## config.mk

```make
export PLATFORM = sky130hd
export DESIGN_NAME = keypad_scan
export DESIGN_NICKNAME = d
export VERILOG_FILES = /design/src/rtl/keypad_pkg.sv /design/src/rtl/scan_tick.sv /design/src/rtl/keypad_scan.sv
export SDC_FILE = /design/constraint.sdc
export NUM_CORES = 1
export LEC_CHECK = 0
export ABC_AREA = 0
export CAP_MARGIN = 20
export CORE_MARGIN = 3
export CORE_UTILIZATION = 30
export CTS_CLUSTER_DIAMETER = 150
export DETAILED_ROUTE_END_ITERATION = 6
export PLACE_DENSITY = 0.53
export SETUP_SLACK_MARGIN = 0.2
export SLEW_MARGIN = 20
export SYNTH_ARGS = -nofsm -noshare
export SYNTH_HDL_FRONTEND = slang
export SYNTH_SLANG_ARGS = --single-unit
```

## constraint.sdc

```tcl
create_clock -name clk -period 5.4 [get_ports clk]
set_clock_uncertainty 0.05 [all_clocks]
set_input_delay 1.08 -clock clk [delete_from_list [all_inputs] [get_ports clk]]
set_output_delay 1.08 -clock clk [all_outputs]
set_load 0.02 [all_outputs]
```

## src/rtl/keypad_pkg.sv

```systemverilog
// Shared constants for the 4x4 keypad scanner: FSM state encodings,
// one-hot column drive values, key-code width and small bit helpers.
package keypad_pkg;

  localparam int unsigned KEY_W = 4;

  localparam logic [1:0] ST_SCAN    = 2'd0;
  localparam logic [1:0] ST_CONFIRM = 2'd1;
  localparam logic [1:0] ST_HOLD    = 2'd2;
  localparam logic [1:0] ST_RELEASE = 2'd3;

  localparam logic [3:0] COL_0 = 4'b0001;
  localparam logic [3:0] COL_1 = 4'b0010;
  localparam logic [3:0] COL_2 = 4'b0100;
  localparam logic [3:0] COL_3 = 4'b1000;

  // Index of the lowest set bit; used both for the row that wins a
  // multi-row press and for turning the one-hot column into an index.
  function automatic logic [1:0] low_index(input logic [3:0] v);
    logic [1:0] idx;
    if (v[0])      idx = 2'd0;
    else if (v[1]) idx = 2'd1;
    else if (v[2]) idx = 2'd2;
    else           idx = 2'd3;
    return idx;
  endfunction

  function automatic logic [3:0] col_next(input logic [3:0] c);
    return {c[2:0], c[3]};
  endfunction

endpackage

```

## src/rtl/scan_tick.sv

```systemverilog
// Slot timer for the keypad scanner.
//   clk  : clock
//   rst  : synchronous active-low reset
//   tick : high on the last cycle of every SCAN_DIV-cycle slot
module scan_tick #(
  parameter int unsigned SCAN_DIV = 50000
) (
  input  logic clk,
  input  logic rst,
  output logic tick
);

  localparam int unsigned CW = $clog2(SCAN_DIV);

  logic [CW-1:0] cnt;

  assign tick = (cnt == CW'(SCAN_DIV - 1));

  always_ff @(posedge clk) begin
    if (!rst)      cnt <= '0;
    else if (tick) cnt <= '0;
    else           cnt <= cnt + 1'b1;
  end

endmodule

```

## src/rtl/keypad_scan.sv

```systemverilog
// 4x4 matrix keypad scanner with press/release debouncing.
//   clk      : clock
//   rst      : synchronous active-low reset
//   fila     : row inputs (asynchronous, high = key pressed in driven column)
//   col      : one-hot column drive
//   posicion : last confirmed key code (row*4 + column)
//   opr      : one-cycle strobe when posicion is updated
//   held     : high while a confirmed key is still pressed
module keypad_scan
  import keypad_pkg::*;
#(
  parameter int unsigned SCAN_DIV = 50000,
  parameter int unsigned DEB_N    = 8
) (
  input  logic             clk,
  input  logic             rst,
  input  logic [3:0]       fila,
  output logic [3:0]       col,
  output logic [KEY_W-1:0] posicion,
  output logic             opr,
  output logic             held
);

  localparam logic [7:0] LAST = 8'(DEB_N - 1);

  logic             tick;
  logic [3:0]       fs_meta;
  logic [3:0]       fs;
  logic [1:0]       state;
  logic [3:0]       row_pat;
  logic [KEY_W-1:0] key_code;
  logic [7:0]       match_cnt;

  scan_tick #(.SCAN_DIV(SCAN_DIV)) u_tick (
    .clk  (clk),
    .rst  (rst),
    .tick (tick)
  );

  always_ff @(posedge clk) begin
    if (!rst) begin
      fs_meta   <= '0;
      fs        <= '0;
      state     <= ST_SCAN;
      col       <= COL_0;
      row_pat   <= '0;
      key_code  <= '0;
      match_cnt <= '0;
      posicion  <= '0;
      opr       <= 1'b0;
      held      <= 1'b0;
    end else begin
      fs_meta <= fila;
      fs      <= fs_meta;
      opr     <= 1'b0;
      if (tick) begin
        case (state)
          ST_SCAN: begin
            if (fs == '0) begin
              col <= col_next(col);
            end else begin
              // Whole row pattern is kept so any change during debounce aborts.
              row_pat   <= fs;
              key_code  <= {low_index(fs), low_index(col)};
              match_cnt <= 8'd1;
              state     <= ST_CONFIRM;
            end
          end
          ST_CONFIRM: begin
            if (fs == row_pat) begin
              if (match_cnt == LAST) begin
                posicion <= key_code;
                opr      <= 1'b1;
                held     <= 1'b1;
                state    <= ST_HOLD;
              end else begin
                match_cnt <= match_cnt + 8'd1;
              end
            end else begin
              col   <= col_next(col);
              state <= ST_SCAN;
            end
          end
          ST_HOLD: begin
            if (fs == '0) begin
              match_cnt <= 8'd1;
              state     <= ST_RELEASE;
            end
          end
          ST_RELEASE: begin
            // held stays high until the release is confirmed.
            if (fs != '0) begin
              state <= ST_HOLD;
            end else if (match_cnt == LAST) begin
              col   <= col_next(col);
              held  <= 1'b0;
              state <= ST_SCAN;
            end else begin
              match_cnt <= match_cnt + 8'd1;
            end
          end
          default: state <= ST_SCAN;
        endcase
      end
    end
  end

endmodule
```

==> results by group <==
Outcome
  – Outcome: finished, final reports clean

Yosys
  – Syn Inst Count: 241
  – Post-synth ARST share: 0%
  – Yosys warns: 0
  – Seq cells post-synth: 52
  – Largest cells by area after synthesis: dfxtp_1 (45%), mux2i_1 (6.1%), nor2_1 (5.7%)
  – Avg Cell Area, Syn: 9.50 um^2
  – Unique masters post-synth: 47
  – Register area share after synthesis: 45.5%
  – Post-synth EDFFs: 0
  – Mapped Nets: 249
  – Post-synth top area share: 45.5%
  – Synth area leader: dfxtp_1
  – Synth Flop Type: dfxtp_1
  – Post-synthesis cell area: 2290 um^2

Timing
  – Fin. Hold Viols: 0
  – Final hold slack: 390 ps
  – Final Critical Period: 2730 ps
  – RSZ-0062 raised after global routing: false
  – Max Clock Freq: 366 MHz
  – Setup TNS: 0 ps
  – Endpoints failing setup: 0
  – Final worst slack: 2670 ps
  – Tightest Pin Transition: 609 ps
  – Slew Viols, Final: 0
  – Max-slew headroom: 59.3%
  – Period utilisation layout: 50.6%

Power
  – Pwr dens: 251 nW/um^2
  – Worst IR drop on VDD: 0.000127 V
  – Leakage power: 0.912 nW

Die
  – Die area: 8720 um^2
  – Die Y: 93.4 um
  – I/O pin cnt: 16
  – Rows: 31
  – Initial Util: 31.2%
  – Die X: 93.4 um
  – Core Region: 7330 um^2

Final layout
  – Final nets: 263
  – FF/Latch Area: 1040 um^2
  – Antenna diode count: 0
  – Fin area: 2610 um^2
  – Layout cell share with drive strength beyond 1: 8.98%
  – Synthesis-to-finish area growth: 13.9%
  – Leading cell types in the layout, fill and taps excluded: dfxtp_1 (52), nor2_1 (35), nand2_1 (21)
  – Area of the multi-input gates: 1160 um^2
  – Post-Layout Cell Count: 355
  – Commonest non-fill, non-tap cell in the layout: dfxtp_1
  – Fill cell count: 720

Global routing
  – Gr ovfl total: 0
  – Antenna violations before repair: 0
  – Vias in the first global route: 1632
  – M1 GR Usage: 14.7%
  – First-pass GRT wire length: 7.73 mm
  – GR Layer Usage met2: 17.2%
  – GR Util met3: 2.49%
  – All-Layer GR Usage: 10.8%
  – Largest net degree at the start of global routing: 38
  – Gr busiest metal: met2

Setup path
  – Critical Path AT: 2930 ps
  – CP endpoint kind: register
  – Critical path peak fanout: 37
  – Reg-to-reg endpoint: match_cnt[6]
  – Reg-to-Reg Start: u_tick.cnt[0]
  – Critical Path RT: 5590 ps
  – Critical path startpoint category: primary input
  – Setup CP Type: in2reg
  – Reg-to-reg slack, setup: 3220 ps
  – R2R cell count: 6

Clock network
  – Post-CTS sizing: 0
  – Root Buffer: clkbuf_8
  – H-tree depth: 2
  – Post-CTS setup buffer count: 0
  – Clock Sinks: 52
  – Worst-Skew Late Latency: 300 ps
  – CTS Hold Bufs: 0
  – Reg clk slew, reported paths: 100 ps
  – CTS buffer count: 5
  – Clock Path Buffers: 2
  – TritonCTS clock tree: built

Placement
  – I/O Buffers: 15
  – Post-place instance area: 2510 um^2
  – DP HPWL: 2.93 mm
  – GPL Wtd Cong: 0.716
  – Placed insts: 347
  – Dpl ws: 2320 ps

Routing
  – Antenna Nets Post-Route: 0
  – Routed WL: 4.30 mm
  – DR vias/cell: 4.71
  – Wire per inst: 12.1 um
  – # DRC: 0
  – DR vias: 1673
  – Initial DRT Pass Iterations: 4
  – Initial DRC count: 53

Worst hold path
  – Worst Min Path Start: fs_meta[2]
  – Hold Path Sink: fs[2]
  – Hold Crit Depth: 1
  – Worst Hold Class: reg2reg

Run
  – # Max-Cap Violations: 0
## where the power goes
group	switching, W	internal (W)	total (W)
combinational	0.0000168	0.0000120	0.0000288
clock	0.000137	0.0000957	0.000233
sequential	0.00000400	0.000389	0.000393
## worst max-delay path by stage
stage,from,to,cells past startpoint
floorplan,u_tick.cnt[0],posicion[0],6
global placement,rst,match_cnt[4],6
detailed placement,rst,match_cnt[4],6
CTS,rst,match_cnt[4],6
global route,rst,match_cnt[4],6
finish,rst,match_cnt[4],6
## final cells by class
cell class              count  share of cell area, %
clock buffers               5                   2.64
clock inverters             3                   1.01
flip-flops and latches     52                   39.9
repair buffers             16                   6.04
multi-input cells         173                   44.7
well taps                  99                   4.75
inverters                   7                   1.01
## layer usage
layer | part of all wire (%) | routed length (um) | vias to the layer above
li1 | - | - | 878
met1 | 53 | 2260 | 778
met2 | 45 | 1920 | 15
met3 | 2.0 | 84 | 2
met4 | 0.84 | 36 | 0
met5 | 0 | 0 | -
## worst max-delay path, cell delays in order
cell and delay (ps):
clkdlybuf4s50_1 450, buf_4 310, clkinv_1 520, nor4_1 390, a41oi_1 70, o21ai_1 90
## sequential cells by signal, summed over array words and instances (netlist names)
name / flops
state: 2
u_tick.cnt: 16
key_code: 4
match_cnt: 8
fs: 4
col: 4
opr: 1
fs_meta: 4
held: 1
posicion: 4
row_pat: 4
## Yosys cell counts (2+ instances only)
cell type and count:
a21oi_1 6, xnor2_1 8, nand4b_1 5, nand4_1 3, o31ai_1 2, nand2_1 21
o21ai_1 2, nand3_1 11, and2_1 8, mux2i_1 14, xor2_1 9, and4_1 2
inv_1 6, dfxtp_1 52, nor2_1 35, o21ai_0 6, and3_1 9, and4bb_2 2
o221ai_1 3, ha_1 2, or4_4 2, clkbuf_1 5, a41oi_1 2, buf_6 3
## cells by family (layout without fill, tap and decap cells)
kind of cell	after synthesis	after routing	synth area share (%)
buffers and inverters	16	31	3.66
flip-flops	52	52	45.5
AND/OR/NAND/NOR	111	111	27.2
adder cells (fa/ha/maj)	2	2	1.09
multiplexers	14	14	6.12
AO/OA/AOI/OAI	29	29	9.95
XOR/XNOR	17	17	6.50
## metrics by stage
step                      util [%]  total power, W
after floorplan                  -        0.000421
after global placement        34.3        0.000431
after detailed placement      34.3        0.000431
after CTS                     35.6        0.000664
after global routing          35.6        0.000685
final                         35.6        0.000654
(Power assumes the default switching activity.)
